## src/rtl/cpu_pkg.sv

```systemverilog
// Shared definitions for the multicycle MIPS control unit and its datapath:
// instruction fields, FSM states, mux-select encodings and the control word.
package cpu_pkg;

    localparam int unsigned SP_INIT = 227;

    // Opcodes (IR[31:26])
    localparam logic [5:0] OpR    = 6'h00;
    localparam logic [5:0] OpJ    = 6'h02;
    localparam logic [5:0] OpJal  = 6'h03;
    localparam logic [5:0] OpBeq  = 6'h04;
    localparam logic [5:0] OpBne  = 6'h05;
    localparam logic [5:0] OpAddi = 6'h08;
    localparam logic [5:0] OpLui  = 6'h0F;
    localparam logic [5:0] OpLw   = 6'h23;
    localparam logic [5:0] OpSw   = 6'h2B;

    // R-type functs (IR[5:0])
    localparam logic [5:0] FnSll   = 6'h00;
    localparam logic [5:0] FnSrl   = 6'h02;
    localparam logic [5:0] FnJr    = 6'h08;
    localparam logic [5:0] FnBreak = 6'h0D;
    localparam logic [5:0] FnMfhi  = 6'h10;
    localparam logic [5:0] FnMflo  = 6'h12;
    localparam logic [5:0] FnRte   = 6'h13;
    localparam logic [5:0] FnMult  = 6'h18;
    localparam logic [5:0] FnDiv   = 6'h1A;
    localparam logic [5:0] FnAdd   = 6'h20;
    localparam logic [5:0] FnSub   = 6'h22;
    localparam logic [5:0] FnAnd   = 6'h24;

    localparam logic [1:0] IordPc     = 2'd0;
    localparam logic [1:0] IordAluOut = 2'd1;
    localparam logic [1:0] IordExcp   = 2'd2;
    localparam logic [1:0] IordAluRes = 2'd3;

    localparam logic [1:0] ExcpOp   = 2'd0;
    localparam logic [1:0] ExcpOvf  = 2'd1;
    localparam logic [1:0] ExcpDiv0 = 2'd2;

    localparam logic [1:0] SrcAPc  = 2'd0;
    localparam logic [1:0] SrcAA   = 2'd1;
    localparam logic [1:0] SrcAMdr = 2'd2;

    localparam logic [1:0] SrcBB     = 2'd0;
    localparam logic [1:0] SrcB4     = 2'd1;
    localparam logic [1:0] SrcBImm   = 2'd2;
    localparam logic [1:0] SrcBImmSh = 2'd3;

    localparam logic [2:0] AluPassA = 3'b000;
    localparam logic [2:0] AluAdd   = 3'b001;
    localparam logic [2:0] AluSub   = 3'b010;
    localparam logic [2:0] AluAnd   = 3'b011;
    localparam logic [2:0] AluCmp   = 3'b111;

    localparam logic [2:0] WrRt = 3'd0;
    localparam logic [2:0] WrRd = 3'd1;
    localparam logic [2:0] WrSp = 3'd2;
    localparam logic [2:0] WrK1 = 3'd3;
    localparam logic [2:0] WrRa = 3'd4;

    // DataPc (4) carries the already-incremented PC into $31 for jal.
    localparam logic [3:0] DataAluOut = 4'd0;
    localparam logic [3:0] DataLs     = 4'd1;
    localparam logic [3:0] DataHi     = 4'd2;
    localparam logic [3:0] DataLo     = 4'd3;
    localparam logic [3:0] DataPc     = 4'd4;
    localparam logic [3:0] DataLui    = 4'd5;
    localparam logic [3:0] DataShift  = 4'd7;
    localparam logic [3:0] DataSpInit = 4'd8;

    localparam logic [2:0] PcAluRes = 3'd0;
    localparam logic [2:0] PcAluOut = 3'd1;
    localparam logic [2:0] PcJump   = 3'd2;
    localparam logic [2:0] PcEpc    = 3'd4;
    localparam logic [2:0] PcLs     = 3'd5;

    localparam logic [1:0] LsWord = 2'd0;
    localparam logic [1:0] LsByte = 2'd2;

    localparam logic [2:0] ShNop  = 3'd0;
    localparam logic [2:0] ShLoad = 3'd1;
    localparam logic [2:0] ShSll  = 3'd2;
    localparam logic [2:0] ShSrl  = 3'd3;

    typedef enum logic [5:0] {
        StReset, StFetch, StFetchLd, StDecode,
        StExecAdd, StExecSub, StExecAnd, StExecAddi, StWbRd, StWbRt, StLui,
        StMemAddr, StMemRead, StMemLd, StMemWb, StMemWrite,
        StBeq, StBne, StBranchTake, StJump, StJal, StJr,
        StShLoad, StSll, StSrl, StShWb, StMfhi, StMflo, StRte, StBreak,
        StMultStart, StMultWait, StMultDone, StDivStart, StDivWait, StDivDone,
        StExcpEpc, StExcpRead, StExcpPc
    } state_e;

    typedef struct packed {
        logic       pc_write;
        logic       mem_write;
        logic       ir_write;
        logic       reg_write;
        logic       ab_write;
        logic       mdr_write;
        logic       alu_out_write;
        logic       epc_write;
        logic       mult_start;
        logic       div_start;
        logic       hilo_write;
        logic [1:0] iord;
        logic [1:0] excp_control;
        logic [1:0] alu_src_a;
        logic [1:0] alu_src_b;
        logic [2:0] alu_control;
        logic [2:0] src_write;
        logic [3:0] src_data;
        logic [2:0] pc_source;
        logic [1:0] ls_control;
        logic [2:0] shift_control;
    } ctrl_t;

    // First execute state for a decoded instruction; StExcpEpc flags an illegal encoding.
    function automatic state_e decode_state(logic [5:0] op, logic [5:0] fn);
        state_e st;
        st = StExcpEpc;
        if (op == OpR) begin
            case (fn)
                FnAdd:        st = StExecAdd;
                FnSub:        st = StExecSub;
                FnAnd:        st = StExecAnd;
                FnSll, FnSrl: st = StShLoad;
                FnJr:         st = StJr;
                FnMfhi:       st = StMfhi;
                FnMflo:       st = StMflo;
                FnMult:       st = StMultStart;
                FnDiv:        st = StDivStart;
                FnRte:        st = StRte;
                FnBreak:      st = StBreak;
                default:      st = StExcpEpc;
            endcase
        end else begin
            case (op)
                OpAddi:     st = StExecAddi;
                OpLui:      st = StLui;
                OpLw, OpSw: st = StMemAddr;
                OpBeq:      st = StBeq;
                OpBne:      st = StBne;
                OpJ:        st = StJump;
                OpJal:      st = StJal;
                default:    st = StExcpEpc;
            endcase
        end
        return st;
    endfunction

endpackage

```

## src/rtl/control_unit.sv

```systemverilog
// Multicycle Moore control FSM for the MIPS datapath: one instruction at a time,
// with opcode, overflow and divide-by-zero exceptions routed through EPC.
module control_unit
    import cpu_pkg::*;
#(
    parameter int unsigned MemWait = 2
) (
    input  logic       clk_i,
    input  logic       rst_i,
    input  logic [5:0] opcode_i,
    input  logic [5:0] funct_i,
    input  logic       overflow_i,
    input  logic       zero_i,
    input  logic       div_zero_i,
    input  logic       mult_done_i,
    input  logic       div_done_i,
    output logic       pc_write_o,
    output logic       mem_write_o,
    output logic       ir_write_o,
    output logic       reg_write_o,
    output logic       ab_write_o,
    output logic       mdr_write_o,
    output logic       alu_out_write_o,
    output logic       epc_write_o,
    output logic       mult_start_o,
    output logic       div_start_o,
    output logic       hilo_write_o,
    output logic [1:0] iord_o,
    output logic [1:0] excp_control_o,
    output logic [1:0] alu_src_a_o,
    output logic [1:0] alu_src_b_o,
    output logic [2:0] alu_control_o,
    output logic [2:0] src_write_o,
    output logic [3:0] src_data_o,
    output logic [2:0] pc_source_o,
    output logic [1:0] ls_control_o,
    output logic [2:0] shift_control_o
);

    localparam int unsigned CntW = (MemWait > 1) ? $clog2(MemWait) : 1;
    localparam logic [CntW-1:0] CntLast = CntW'(MemWait - 1);

    state_e          state_q, state_d;
    logic [CntW-1:0] cnt_q, cnt_d;
    logic [1:0]      excp_q, excp_d;
    ctrl_t           ctrl, ctrl_out;

    always_ff @(posedge clk_i or posedge rst_i) begin
        if (rst_i) begin
            state_q <= StReset;
            cnt_q   <= '0;
            excp_q  <= ExcpOp;
        end else begin
            state_q <= state_d;
            cnt_q   <= cnt_d;
            excp_q  <= excp_d;
        end
    end

    always_comb begin
        state_d = state_q;
        cnt_d   = '0;
        excp_d  = excp_q;
        unique case (state_q)
            StReset:   state_d = StFetch;
            StFetch: begin
                if (cnt_q == CntLast) state_d = StFetchLd;
                else cnt_d = cnt_q + 1'b1;
            end
            StFetchLd: state_d = StDecode;
            StDecode: begin
                state_d = decode_state(opcode_i, funct_i);
                if (state_d == StExcpEpc) excp_d = ExcpOp;
            end
            StExecAdd, StExecSub: begin
                if (overflow_i) begin
                    state_d = StExcpEpc;
                    excp_d  = ExcpOvf;
                end else begin
                    state_d = StWbRd;
                end
            end
            StExecAnd: state_d = StWbRd;
            StExecAddi: begin
                if (overflow_i) begin
                    state_d = StExcpEpc;
                    excp_d  = ExcpOvf;
                end else begin
                    state_d = StWbRt;
                end
            end
            StMemAddr: state_d = (opcode_i == OpLw) ? StMemRead : StMemWrite;
            StMemRead: begin
                if (cnt_q == CntLast) state_d = StMemLd;
                else cnt_d = cnt_q + 1'b1;
            end
            StMemLd:   state_d = StMemWb;
            StBeq:     state_d = zero_i ? StBranchTake : StFetch;
            StBne:     state_d = zero_i ? StFetch : StBranchTake;
            StShLoad:  state_d = (funct_i == FnSll) ? StSll : StSrl;
            StSll, StSrl: state_d = StShWb;
            StMultStart: state_d = StMultWait;
            StMultWait:  if (mult_done_i) state_d = StMultDone;
            StDivStart: begin
                if (div_zero_i) begin
                    state_d = StExcpEpc;
                    excp_d  = ExcpDiv0;
                end else begin
                    state_d = StDivWait;
                end
            end
            StDivWait:   if (div_done_i) state_d = StDivDone;
            StExcpEpc:   state_d = StExcpRead;
            StExcpRead: begin
                if (cnt_q == CntLast) state_d = StExcpPc;
                else cnt_d = cnt_q + 1'b1;
            end
            StWbRd, StWbRt, StLui, StMemWb, StMemWrite, StBranchTake, StJump, StJal, StJr,
            StShWb, StMfhi, StMflo, StRte, StBreak, StMultDone, StDivDone, StExcpPc:
                state_d = StFetch;
            default:     state_d = StReset;
        endcase
    end

    always_comb begin
        ctrl = '0;
        unique case (state_q)
            StReset: begin
                ctrl.reg_write = 1'b1;
                ctrl.src_write = WrSp;
                ctrl.src_data  = DataSpInit;
            end
            StFetch, StFetchLd: begin
                ctrl.iord        = IordPc;
                ctrl.alu_src_a   = SrcAPc;
                ctrl.alu_src_b   = SrcB4;
                ctrl.alu_control = AluAdd;
                ctrl.pc_source   = PcAluRes;
                ctrl.ir_write    = (state_q == StFetchLd);
                ctrl.pc_write    = (state_q == StFetchLd);
            end
            StDecode: begin
                ctrl.ab_write      = 1'b1;
                ctrl.alu_src_a     = SrcAPc;
                ctrl.alu_src_b     = SrcBImmSh;
                ctrl.alu_control   = AluAdd;
                ctrl.alu_out_write = 1'b1;
            end
            StExecAdd, StExecSub, StExecAnd: begin
                ctrl.alu_src_a     = SrcAA;
                ctrl.alu_src_b     = SrcBB;
                ctrl.alu_out_write = 1'b1;
                ctrl.alu_control   = (state_q == StExecAdd) ? AluAdd :
                                     (state_q == StExecSub) ? AluSub : AluAnd;
            end
            StExecAddi, StMemAddr: begin
                ctrl.alu_src_a     = SrcAA;
                ctrl.alu_src_b     = SrcBImm;
                ctrl.alu_control   = AluAdd;
                ctrl.alu_out_write = 1'b1;
            end
            StWbRd, StWbRt: begin
                ctrl.reg_write = 1'b1;
                ctrl.src_write = (state_q == StWbRd) ? WrRd : WrRt;
                ctrl.src_data  = DataAluOut;
            end
            StLui: begin
                ctrl.reg_write = 1'b1;
                ctrl.src_write = WrRt;
                ctrl.src_data  = DataLui;
            end
            StMemRead:  ctrl.iord = IordAluOut;
            StMemLd: begin
                ctrl.iord      = IordAluOut;
                ctrl.mdr_write = 1'b1;
            end
            StMemWb: begin
                ctrl.reg_write  = 1'b1;
                ctrl.src_write  = WrRt;
                ctrl.src_data   = DataLs;
                ctrl.ls_control = LsWord;
            end
            StMemWrite: begin
                ctrl.iord      = IordAluOut;
                ctrl.mem_write = 1'b1;
            end
            StBeq, StBne: begin
                ctrl.alu_src_a   = SrcAA;
                ctrl.alu_src_b   = SrcBB;
                ctrl.alu_control = AluCmp;
            end
            StBranchTake: begin
                ctrl.pc_write  = 1'b1;
                ctrl.pc_source = PcAluOut;
            end
            StJump, StJal: begin
                ctrl.pc_write  = 1'b1;
                ctrl.pc_source = PcJump;
                ctrl.reg_write = (state_q == StJal);
                ctrl.src_write = (state_q == StJal) ? WrRa : WrRt;
                ctrl.src_data  = (state_q == StJal) ? DataPc : DataAluOut;
            end
            StJr: begin
                ctrl.alu_src_a   = SrcAA;
                ctrl.alu_control = AluPassA;
                ctrl.pc_source   = PcAluRes;
                ctrl.pc_write    = 1'b1;
            end
            StShLoad:   ctrl.shift_control = ShLoad;
            StSll:      ctrl.shift_control = ShSll;
            StSrl:      ctrl.shift_control = ShSrl;
            StShWb, StMfhi, StMflo: begin
                ctrl.reg_write = 1'b1;
                ctrl.src_write = WrRd;
                ctrl.src_data  = (state_q == StShWb) ? DataShift :
                                 (state_q == StMfhi) ? DataHi : DataLo;
            end
            StRte: begin
                ctrl.pc_write  = 1'b1;
                ctrl.pc_source = PcEpc;
            end
            // PC already points past break; stepping back re-fetches it forever.
            StBreak: begin
                ctrl.alu_src_a   = SrcAPc;
                ctrl.alu_src_b   = SrcB4;
                ctrl.alu_control = AluSub;
                ctrl.pc_source   = PcAluRes;
                ctrl.pc_write    = 1'b1;
            end
            StMultStart: ctrl.mult_start = 1'b1;
            StDivStart:  ctrl.div_start = 1'b1;
            StMultDone, StDivDone: ctrl.hilo_write = 1'b1;
            StExcpEpc: begin
                ctrl.alu_src_a    = SrcAPc;
                ctrl.alu_src_b    = SrcB4;
                ctrl.alu_control  = AluSub;
                ctrl.epc_write    = 1'b1;
                ctrl.excp_control = excp_q;
            end
            StExcpRead: begin
                ctrl.iord         = IordExcp;
                ctrl.excp_control = excp_q;
            end
            StExcpPc: begin
                ctrl.iord         = IordExcp;
                ctrl.excp_control = excp_q;
                ctrl.pc_source    = PcLs;
                ctrl.ls_control   = LsByte;
                ctrl.pc_write     = 1'b1;
            end
            default: ctrl = '0;
        endcase
    end

    // Outputs stay low for as long as reset is held, even mid-instruction.
    assign ctrl_out = rst_i ? '0 : ctrl;

    assign pc_write_o      = ctrl_out.pc_write;
    assign mem_write_o     = ctrl_out.mem_write;
    assign ir_write_o      = ctrl_out.ir_write;
    assign reg_write_o     = ctrl_out.reg_write;
    assign ab_write_o      = ctrl_out.ab_write;
    assign mdr_write_o     = ctrl_out.mdr_write;
    assign alu_out_write_o = ctrl_out.alu_out_write;
    assign epc_write_o     = ctrl_out.epc_write;
    assign mult_start_o    = ctrl_out.mult_start;
    assign div_start_o     = ctrl_out.div_start;
    assign hilo_write_o    = ctrl_out.hilo_write;
    assign iord_o          = ctrl_out.iord;
    assign excp_control_o  = ctrl_out.excp_control;
    assign alu_src_a_o     = ctrl_out.alu_src_a;
    assign alu_src_b_o     = ctrl_out.alu_src_b;
    assign alu_control_o   = ctrl_out.alu_control;
    assign src_write_o     = ctrl_out.src_write;
    assign src_data_o      = ctrl_out.src_data;
    assign pc_source_o     = ctrl_out.pc_source;
    assign ls_control_o    = ctrl_out.ls_control;
    assign shift_control_o = ctrl_out.shift_control;

endmodule

```

## config.mk

```make
export PLATFORM = sky130hd
export DESIGN_NAME = control_unit
export DESIGN_NICKNAME = d
export VERILOG_FILES = /design/src/rtl/cpu_pkg.sv /design/src/rtl/control_unit.sv
export SDC_FILE = /design/constraint.sdc
export NUM_CORES = 1
export LEC_CHECK = 0
export ABC_CLOCK_PERIOD_IN_PS = 2380
export CAP_MARGIN = 20
export CORE_MARGIN = 2
export CORE_UTILIZATION = 52
export CTS_CLUSTER_SIZE = 12
export DETAILED_ROUTE_END_ITERATION = 10
export GPL_TIMING_DRIVEN = 1
export PLACE_DENSITY = 0.79
export SETUP_SLACK_MARGIN = 0.3
export SYNTH_ARGS = -nofsm -noshare
export SYNTH_HDL_FRONTEND = slang
export SYNTH_SLANG_ARGS = --single-unit
```

## constraint.sdc

```tcl
create_clock -name clk_i -period 2.38 [get_ports clk_i]
set_clock_uncertainty 0.1 [all_clocks]
set_input_delay 0.476 -clock clk_i [delete_from_list [all_inputs] [get_ports clk_i]]
set_output_delay 0.476 -clock clk_i [all_outputs]
set_load 0.03 [all_outputs]
```

==> flow_metrics.py, run 1 <==
metrics = {
    "status": {
        "status": "stopped before the end",
        "haltStage": "global routing (5_1_grt)",
        "error": "[ERROR GRT-0116] Global routing finished with congestion. Check the congestion regions in the DRC Viewer.",
    },
    "place": {
        "detailed_place_hpwl_um": 6440,
        "numPortBuffers": 52,
        "place.gp.congestion": 0.938,
    },
    "synth": {
        "synth_ff_type": "dfrtp_1",
        "synthesis.area_um2": 2350,
        "synth_seq_cells": 9,
        "synthCells": 348,
        "synth-edff-count": 0,
        "synth-seq-area-share": 0.0958,
        "synth_cell_types": 77,
        "syn_avg_cell_area_um2": 6.76,
        "yosys_warnings": 0,
        "synthArstFlopShare": 1.00,
    },
    "cts": {
        "postCtsHoldBufs": 0,
        "cts_root_buffer": "clkbuf_8",
        "clock_sinks": 9,
        "cts_max_level": 1,
        "cts_buffers": 3,
        "cts_buffer_depth": 2,
    },
    "floorplanning": {
        "dieHeight_um": 71.2,
        "fp-row-count": 24,
        "die_w_um": 71.2,
        "initial_core_util": 0.540,
        "io_pins": 56,
    },
    "grt": {
        "grt_overflow": 15,
        "grt_max_degree": 20,
        "grt_pass1_wl_um": 26100,
        "gr-usage-all-layers": 0.671,
        "grt_pass1_vias": 4820,
    },
}
## cells by family after synthesis
logic type / after synthesis / synth area share
xor gates and xnor gates: 5 / 0.0186
buffers and inverters: 52 / 0.132
AOI/OAI and AO/OA: 104 / 0.314
and+or+nand+nor: 175 / 0.429
other: 1 / 0.00160
muxes: 2 / 0.00852
DFF: 9 / 0.0958
## metrics by stage
step	setup slack [ns]	instance area (µm²)	util	std cells	hold WS, ns
3_5_place_dp	-0.244	3210	0.736	474	0.450
3_3_place_gp	-0.217	3210	0.736	474	0.444
2_1_floorplan	0.117	2510	-	350	0.408
4_1_cts	-0.0223	4260	0.978	527	0.465
## timing repair
action                                  in CTS
gates resized for setup                    152
setup buffers                               45
pin swaps                                   25
endpoints found under the setup margin      41
gates cloned                                 4
## layer usage
| layer | GRT usage | overflow |
|---|---|---|
| met5 | 0.172 | 0 |
| met4 | 0.711 | 8 |
| met2 | 0.921 | 7 |
| met3 | 0.432 | 0 |
| met1 | 0.633 | 0 |
## synthesized netlist by cell type, types with 4 or more instances
cell | number | area share
a211oi_1 | 5 | 0.016
nand3_1 | 10 | 0.021
xnor2_1 | 5 | 0.019
o211ai_1 | 8 | 0.026
nor4bb_1 | 4 | 0.017
a21oi_1 | 24 | 0.051
buf_4 | 17 | 0.054
nand2b_1 | 11 | 0.029
or3_1 | 5 | 0.013
and3_1 | 9 | 0.024
buf_2 | 10 | 0.021
clkbuf_1 | 6 | 0.0096
a32oi_1 | 5 | 0.019
nor2_1 | 47 | 0.075
nor3_1 | 14 | 0.030
and2_1 | 4 | 0.011
dfrtp_1 | 9 | 0.096
inv_1 | 11 | 0.018
nand2_1 | 20 | 0.032
o21ai_0 | 16 | 0.034
o22ai_1 | 5 | 0.013
o31ai_1 | 4 | 0.013
nor2b_1 | 10 | 0.027
nor4_1 | 5 | 0.013
buf_6 | 5 | 0.024
nand4_1 | 4 | 0.011
==> run 2: changes to the inputs <==
--- a/config.mk
+++ b/config.mk
@@ -8,12 +8,10 @@
 export ABC_CLOCK_PERIOD_IN_PS = 2380
 export CAP_MARGIN = 20
 export CORE_MARGIN = 2
-export CORE_UTILIZATION = 52
-export CTS_CLUSTER_SIZE = 12
+export CORE_UTILIZATION = 40
 export DETAILED_ROUTE_END_ITERATION = 10
 export GPL_TIMING_DRIVEN = 1
-export PLACE_DENSITY = 0.79
-export SETUP_SLACK_MARGIN = 0.3
+export PLACE_DENSITY_LB_ADDON = 0.15
 export SYNTH_ARGS = -nofsm -noshare
 export SYNTH_HDL_FRONTEND = slang
 export SYNTH_SLANG_ARGS = --single-unit
==> run 2 against run 1 <==
The flow now finishes, with violations (negative setup slack); area after synthesis unchanged; synthesized cell count unchanged.
==> flow_metrics.py, run 2 <==
metrics = {
    "status": {
        "status": "complete, but fails checks",
        "violations": "negative setup slack",
    },
    "worst_setup_path": {
        "crit_type": "flop to output pin",
        "crit_family": "simple AND/OR/NAND/NOR gates",
        "crit_chain": "or2_4, nor2_4, a22oi_2, o22ai_1, buf_4, nor3b_4, buf_6",
        "cp_num_buf_inv": 2,
        "worstPathRequired_ns": 1.80,
        "timing.rr.end": "excp_q[1]",
        "end_kind": "output pin",
        "regToRegStartpoint": "state_q[0]",
        "slowest_stage": "dfrtp_2",
        "startpoint_type": "flop",
        "cp.arrival_ns": 1.89,
        "cp_slowest_stage_delay_ns": 0.45,
        "r2r_setup_slack_ns": 0.24,
        "rr_worst_depth": 6,
        "worstPathMaxFanout": 5,
    },
    "timing": {
        "hold_viol_final": 0,
        "period_minus_slack_ns": 2.46,
        "fmax_mhz": 406,
        "finalMaxSlewViolations": 0,
        "rsz0062_at_grt": "yes",
        "setup_violations": 4,
        "worst_pin_slew_ns": 0.571,
        "setup_ws_ns": -0.0830,
        "finalCritPeriodShare": 1.03,
        "max-slew-margin-rel": 0.616,
    },
    "hold_path": {
        "worstHoldStart": "cnt_q",
        "hold-path-cell-count": 3,
        "hold_class": "flop to flop",
        "holdPathEnd": "cnt_q",
    },
    "cts": {
        "cts_buffers": 3,
        "clock_sinks": 9,
        "insertion_delay_ns": 0.24,
        "cts_buffer_depth": 2,
        "clk_pin_slew_worst_paths_ns": 0.05,
        "cts_root_buffer": "clkbuf_8",
        "cts_max_level": 1,
        "cts_tree": "built",
    },
    "synth": {
        "synth-seq-area-share": 0.0958,
        "synth_most_common_cell": "nor2_1",
        "yosys_warnings": 0,
        "synthArstFlopShare": 1.00,
        "syn_avg_cell_area_um2": 6.76,
        "synth_seq_cells": 9,
        "synthCells": 348,
        "synth_cell_types": 77,
        "synth-edff-count": 0,
        "synth.cells.most_frequent": "nor2_1 (47), a21oi_1 (24), nand2_1 (20)",
        "yosys-top-cells-area": "dfrtp_1 (9.6%), nor2_1 (7.5%), buf_4 (5.4%)",
        "synthesis.area_um2": 2350,
        "synth_top_area_frac": 0.0958,
        "synth_ff_type": "dfrtp_1",
        "yosys.area.top_type": "dfrtp_1",
    },
    "power_and_ir_drop": {
        "pwr_density_cell_nw_per_um2": 843,
        "p_int_mw": 1.32,
        "clock_power_share": 0.066,
        "p_comb_frac": 0.823,
        "p_sw_mw": 1.47,
        "p_sw_frac": 0.526,
        "vdd_drop_max_uv": 363,
        "p_leak_nw": 1.41,
        "pwr-share-seq": 0.111,
    },
    "floorplanning": {
        "initial_core_util": 0.419,
        "die_w_um": 80.7,
        "core_um2": 5610,
        "fp-row-count": 27,
        "dieHeight_um": 80.7,
        "die_area_um2": 6510,
        "io_pins": 56,
    },
    "place": {
        "place.gp.congestion": 0.889,
        "detailed_place_hpwl_um": 6520,
        "place_inst": 496,
        "numPortBuffers": 52,
    },
    "detailed_routing": {
        "wl_per_cell_um": 16.8,
        "viasPerCell": 6.02,
        "antenna_left": 0,
        "routed_wl_um": 8500,
        "drt-initial-drc-count": 260,
        "vias": 3047,
        "drt_pass1_iterations": 5,
        "drc": 0,
    },
    "final_layout": {
        "largest_register_ffs": 6,
        "area.growth.synth_to_final_pct": 40.8,
        "final_common_cell": "buf_4",
        "final_cell_mix": "buf_4 (94), nor2_1 (44), a21oi_1 (21), nand2_1 (20), clkdlybuf4s50_1 (17)",
        "nFillCells": 550,
        "final_layout_size_suffix_gt1_frac": 0.339,
        "largest-register": "state_q",
        "finalNonFillerCells": 506,
        "final_util": 0.590,
        "finalNetCount": 454,
        "num_antenna_cells": 0,
        "top_regs": "state_q x6, excp_q x2, cnt_q x1",
    },
    "run": {
        "maxCapViolCount": 0,
    },
    "grt": {
        "grt_pass1_wl_um": 14100,
        "grt.met3_usage": 0.0213,
        "use_met2": 0.473,
        "grt_use_met1": 0.346,
        "grt_pass1_vias": 2876,
        "gr-usage-all-layers": 0.268,
        "top_usage_layer": "met2",
        "antenna_found_initial": 0,
        "grt_overflow": 0,
        "grt_max_degree": 25,
    },
}
[run 2: cell counts after synthesis]
Identical to the previous run, type by type.
[run 2: final cells by class]
type	instances	area (µm²)	area share
Sequential cell	9	231	0.0699
Tap cell	72	90.1	0.0272
Inverter	12	45.0	0.0136
Multi-Input combinational cell	289	1930	0.584
Timing Repair Buffer	120	965	0.291
Clock buffer	4	45.0	0.0136
[run 2: how the worst max path moves through the flow]
stage / startpoint / end / slack, ns / cells after the start
after floorplan: state_q[0] / src_data_o[1] / 0.01 / 5
after global placement: rst_i / src_write_o[0] / -0.33 / 8
after detailed placement: rst_i / src_write_o[0] / -0.34 / 8
after CTS: state_q[4] / src_write_o[0] / -0.04 / 7
after global routing: state_q[4] / src_write_o[0] / -0.12 / 7
final: state_q[4] / src_write_o[0] / -0.08 / 7
[run 2: logic make-up (layout without fill, tap and decap cells)]
kind of cell           after synthesis  count (layout)  share of synthesized area
AO/OA/AOI/OAI                      104             104                      0.314
XOR/XNOR                             5               5                     0.0186
buffers and inverters               52             136                      0.132
flip-flops                           9               9                     0.0958
multiplexers                         2               2                    0.00852
other                                1               3                    0.00160
AND/OR/NAND/NOR                    175             175                      0.429
[run 2: routing by layer]
layer | share of wire | wire length, µm
met1 | 0.42 | 3590
met2 | 0.51 | 4330
met3 | 0.057 | 487
met4 | 0.010 | 87
met5 | 0 | 0
[run 2: power groups by stage]
stage               combinational [mW]  sequential, mW  clock [mW]
detailed placement                2.11           0.298           0
finish                            2.30           0.308       0.185
CTS                               2.15           0.300       0.187
global route                      2.47           0.316       0.195
global placement                  2.10           0.298           0
floorplan                         1.46           0.257           0
[run 2: what timing repair did]
action                                  4_1_cts  5_1_grt
resized for setup                            22       17
hold buffers                                  0        0
cloned                                        0        1
pin swaps                                     3        6
setup buffers                                 0        5
endpoints found under the setup margin       25       14
[run 2: worst reg2reg max path: stages, from the launching register on]
cell      delay [ns]
dfrtp_1         0.46
buf_4           0.32
or2b_1          0.29
nor3_2          0.36
and4_2          0.33
o31ai_1         0.08
o211ai_1        0.12
[run 2: metrics by stage]
stage          hold WS, ns  setup TNS, ns  worst slack (ns)  total power, mW  instance area, µm²
5_1_grt              0.478         -0.557            -0.122             2.98                3310
6_report             0.438         -0.246           -0.0830             2.79                3310
2_1_floorplan        0.408              0            0.0120             1.72                2380
3_5_place_dp         0.434          -2.85            -0.341             2.40                3110
4_1_cts              0.444        -0.0747           -0.0399             2.63                3220
3_3_place_gp         0.430          -2.41            -0.327             2.40                3110
No activity file was read; power rests on OpenSTA's default activity.
==> patch 1 (flow settings as in run 2) <==
Put a register stage on the output `ir_write_o`, cleared by the reset. The value now appears one clock later. The other outputs are not delayed to match.
--- a/src/rtl/control_unit.sv
+++ b/src/rtl/control_unit.sv
@@ -257,7 +257,13 @@
 
     assign pc_write_o      = ctrl_out.pc_write;
     assign mem_write_o     = ctrl_out.mem_write;
-    assign ir_write_o      = ctrl_out.ir_write;
+    always_ff @(posedge clk_i or posedge rst_i) begin
+        if (rst_i) begin
+            ir_write_o <= '0;
+        end else begin
+            ir_write_o <= ctrl_out.ir_write;
+        end
+    end
     assign reg_write_o     = ctrl_out.reg_write;
     assign ab_write_o      = ctrl_out.ab_write;
     assign mdr_write_o     = ctrl_out.mdr_write;
Function: changed (Yosys sat finds a counterexample within 4 cycles, from zero or initial values and one cycle with rst_i high).
==> patch 1 against run 2 <==
  * Area after synthesis fell by 2.1%
  * Synthesized cell count rose by 1.4%
  * Die area fell by 2.0%
  * Hold slack got worse by 0.020 ns
  * Design area fell by 3.4%
  * Sequential cell count rose by 1
  * Utilization fell by 1.3 points
  * Sequential share of layout area rose by 1.0 points
  * Wire length fell by 2.9%
  * Fmax rose by 4.0%
  * Setup slack improved by 0.095 ns
  * Power fell by 5.9%
  * Largest cell class unchanged
  * Largest power group unchanged
==> patch 1: results <==
set metrics [dict create \
    cp.arrival_ns 1.79 \
    clockRootBuffer "clkbuf_8" \
    path_clk_slew_ns 0.05 \
    cts_hold_buf 0 \
    synthDistinctLibCells 58 \
    fin_nets 442 \
    peakVddDrop_uv 479.4 \
    cp-startpoint "state_q[2]" \
    gp_congestion 0.9409 \
    path_max_fanout 11 \
    power.leakage_nw 1.336 \
    grt_max_degree 24 \
    grt_pass1_vias 2641 \
    grtUsageTotal 0.2521 \
    placed_area_sq_um 2958 \
    grt_pass1_wl_microns 13050 \
    reg.largest.list "state_q (6), excp_q (2)" \
    drt_pass1_iterations 5 \
    dr_total_vias 2872 \
    holdCritStartpoint "excp_q[0]" \
    antenna_cells 0 \
    dp_hpwl_microns 6215 \
    port_buffers 52 \
    clk_latency_ns 0.24 \
    reg2reg_from "state_q[1]" \
    synth_area_sq_um 2302 \
    antenna_found_initial 0 \
    yosys-top-cells-count "nor2_1, buf_4, a21oi_1" \
    cts-buffers-inserted 3 \
    synth-seq-area-share 0.1087 \
    async_reset_ff_frac 1.000 \
    htreeDepth 1 \
    drive_gt1_frac 0.3507 \
    ys.flop_type "dfrtp_1" \
    swShare 0.5155 \
    yosys_warnings 0 \
    synth_seq_cells 10 \
    cts_buffer_depth 2 \
    drt_iter0_drc 250 \
    yosys-top-cells-area "dfrtp_1, buf_4, nor2_1, a21oi_1, nor3_1" \
    hold_path.class "flop to flop" \
    status "finished, final reports clean" \
    wl_per_cell_microns 16.69 \
]
## patch 1: cell types whose count changed in the layout (fill, tap and decap cells not counted), sizes merged, moves of 4 or more
cell,delta
and2,-4
and3,-6
inv,-4
nor3,+4
nor4,+8
o211ai,-5
o2bb2ai,+4
o31ai,-5
or3,-6
## patch 1: area by class of cell
cell class	count	area, sq um
clock buffers	4	55.05
fillers	564	2344
inverters	8	30.03
multi-input cells	275	1744
flip-flops and latches	10	256.5
well taps	72	90.09
repair buffers	125	1021
## patch 1: critical path: stages (launching register included)
cell and delay [ns]:
dfrtp_2 0.51, or4b_4 0.63, nor4_4 0.25, buf_6 0.17
## patch 1: metal layers
metal | up-vias | global-route usage | share of wire
met1 | 1340 | 0.3475 | 0.45
met2 | 119 | 0.4252 | 0.48
met3 | 12 | 0.01810 | 0.058
li1 | 1401 | - | -
met4 | 0 | 0.06441 | 0.012
met5 | - | 0 | 0
## patch 1: final timing paths
path | slack [ns] | end | cells past startpoint
worst max-delay path | 0.01 | hilo_write_o | 3
worst min-delay path | 0.42 | excp_q[0] | 1
worst max register to register | 0.06 | state_q[3] | 9
min in group asynchronous | 0.72 | ir_write_o | 4
max in group asynchronous | 1.30 | state_q[2] | 4
worst min register to register | 0.42 | excp_q[0] | 1
## patch 1: per-stage QoR
stage / power (W) / setup TNS [ns] / hold WS, ns / instances / worst slack, ns
3_5_place_dp: 0.002176 / -0.6232 / 0.4118 / 482 / -0.1776
2_1_floorplan: 0.001587 / 0 / 0.3877 / 355 / 0.1023
5_1_grt: 0.002792 / -0.09978 / 0.4540 / 494 / -0.02536
4_1_cts: 0.002464 / 0 / 0.4229 / 490 / 0.0008492
6_report: 0.002623 / 0 / 0.4180 / 494 / 0.01153
3_3_place_gp: 0.002175 / -0.3735 / 0.4073 / 482 / -0.1395
## patch 1: power by group through the flow
stage | combinational, W | sequential (W) | clock (W)
floorplan | 0.00131 | 0.000275 | 0
global placement | 0.00184 | 0.000331 | 0
detailed placement | 0.00184 | 0.000333 | 0
CTS | 0.00193 | 0.000315 | 0.000221
global route | 0.00223 | 0.000334 | 0.000227
finish | 0.00208 | 0.000328 | 0.000218
## patch 1: cells by family after synthesis
logic type | count (synthesis) | synth area share
AND/OR/NAND/NOR | 163 | 0.3723
AO/OA/AOI/OAI | 97 | 0.2870
buffers and inverters | 70 | 0.1810
flip-flops | 10 | 0.1087
XOR/XNOR | 7 | 0.02663
multiplexers | 5 | 0.02283
other | 1 | 0.001629
## patch 1: timing repair
item / in CTS / in global routing
resized for setup: 9 / 28
setup buffers: 4 / 3
pin swaps: 0 / 3
setup endpoints to repair: 18 / 18
cloned: 0 / 1
endpoints found under the hold margin: 0 / 0
==> patch 2 (flow settings as in run 2) <==
Made on the original files. The parameter `MemWait` goes from 2 to 8.
--- a/src/rtl/control_unit.sv
+++ b/src/rtl/control_unit.sv
@@ -3,7 +3,7 @@
 module control_unit
     import cpu_pkg::*;
 #(
-    parameter int unsigned MemWait = 2
+    parameter int unsigned MemWait = 8
 ) (
     input  logic       clk_i,
     input  logic       rst_i,
Function: changed (a bounded check fails within 4 cycles, from zero or initial values and one cycle with rst_i high).
==> patch 2 against run 2 <==
  * Highest routed layer unchanged
  * Critical endpoint is now pc_write_o
  * Wire length is 6.9% higher
  * Area after synthesis is 0.75% higher
  * Power is 1.6% higher
  * Synthesized cell count is 0.29% higher
  * Sequential cell count is 2 higher
  * Largest power group unchanged
  * Setup slack better by 0.083 ns
  * Largest cell class unchanged
  * Design area is 9.7% higher
==> patch 2: results <==
set metrics [dict create \
    status "finished, final reports clean" \
    cts_resized 7 \
    cp_top_family "buffers and inverters" \
    cts.sinks 11 \
    cpMaxStageDelayCell "dfrtp_1" \
    final_core_utilization 0.6241 \
    final_cells 514 \
    vias_per_cell 6.185 \
    holdCritStartpoint "cnt_q[0]" \
    yosys-top-cells-count "nand2_1, nor2_1, a21oi_1" \
    cp-startpoint "state_q[3]" \
    hold_depth 1 \
    clkCellAreaFrac 0.01241 \
    nNonClkBuffers 124 \
    peakVddDrop_uv 377.2 \
    drive_gt1_frac 0.3872 \
    use_met1 0.3475 \
    grt_pass1_vias 2765 \
    seq_area_frac 0.07721 \
    drt_iter0_drc 312 \
    synth-seq-area-share 0.1162 \
    wl_per_cell_microns 17.66 \
    inv_count 9 \
    grt_max_degree 44 \
    grtUsageTotal 0.2538 \
    cp.arrival_ns 1.80 \
    synth_adder_area_share 0.01057 \
    highest_layer "met4" \
    cts_setup_buffers 1 \
    cpPeakStageDelay_ns 0.42 \
    reg2regPathDepth 8 \
    synth_area_sq_um 2369 \
    grtUsageMet2 0.4421 \
    total_power_w 0.002835 \
    bufAreaShareNonClock 0.3054 \
    synthMuxAreaShare 0.01268 \
    yosys-top-cells-area "dfrtp_1, nand2_1, nor2_1, a21oi_1, nand2b_1" \
    fin_nets 461 \
    synth_compound_area_frac 0.2948 \
    reg2reg_from "state_q[3]" \
    multi_input_area_share 0.5695 \
    n_fill_cell 542 \
    met2_length_microns 4482 \
    seq_cell_power_w 0.000322 \
    met3_length_microns 632 \
    dp_hpwl_microns 6438 \
    power.leakage_nw 1.473 \
    reg.largest.list "state_q (6), cnt_q (3), excp_q (2)" \
    gp_congestion 0.9458 \
    dp_cells 498 \
    placed_area_sq_um 3246 \
    path_max_fanout 16 \
    synth-xor-area-share 0.02219 \
]
## patch 2: changes by cell type in the layout (fill, tap and decap cells not counted), moves of 5 or more
| cell | change |
|---|---|
| nand4_1 | +5 |
| nand2_1 | +12 |
| nor4_2 | +6 |
| nor3_1 | -6 |
| nor2_1 | -15 |
| nor3_2 | +6 |
## patch 2: path summary, 6_finish.rpt
path | endpoint | slack (ns)
max | pc_write_o | 0.0003
min | cnt_q[0] | 0.34
max reg2reg | state_q[0] | 0.20
min reg2reg | cnt_q[0] | 0.34
max in group asynchronous | state_q[0] | 1.30
min in group asynchronous | state_q[5] | 0.57
## patch 2: kinds of logic after synthesis
| group | Yosys count |
|---|---|
| XOR/XNOR | 6 |
| other | 1 |
| AND/OR/NAND/NOR | 178 |
| multiplexers | 3 |
| adder cells (fa/ha/maj) | 2 |
| AO/OA/AOI/OAI | 99 |
| flip-flops | 11 |
| buffers and inverters | 49 |
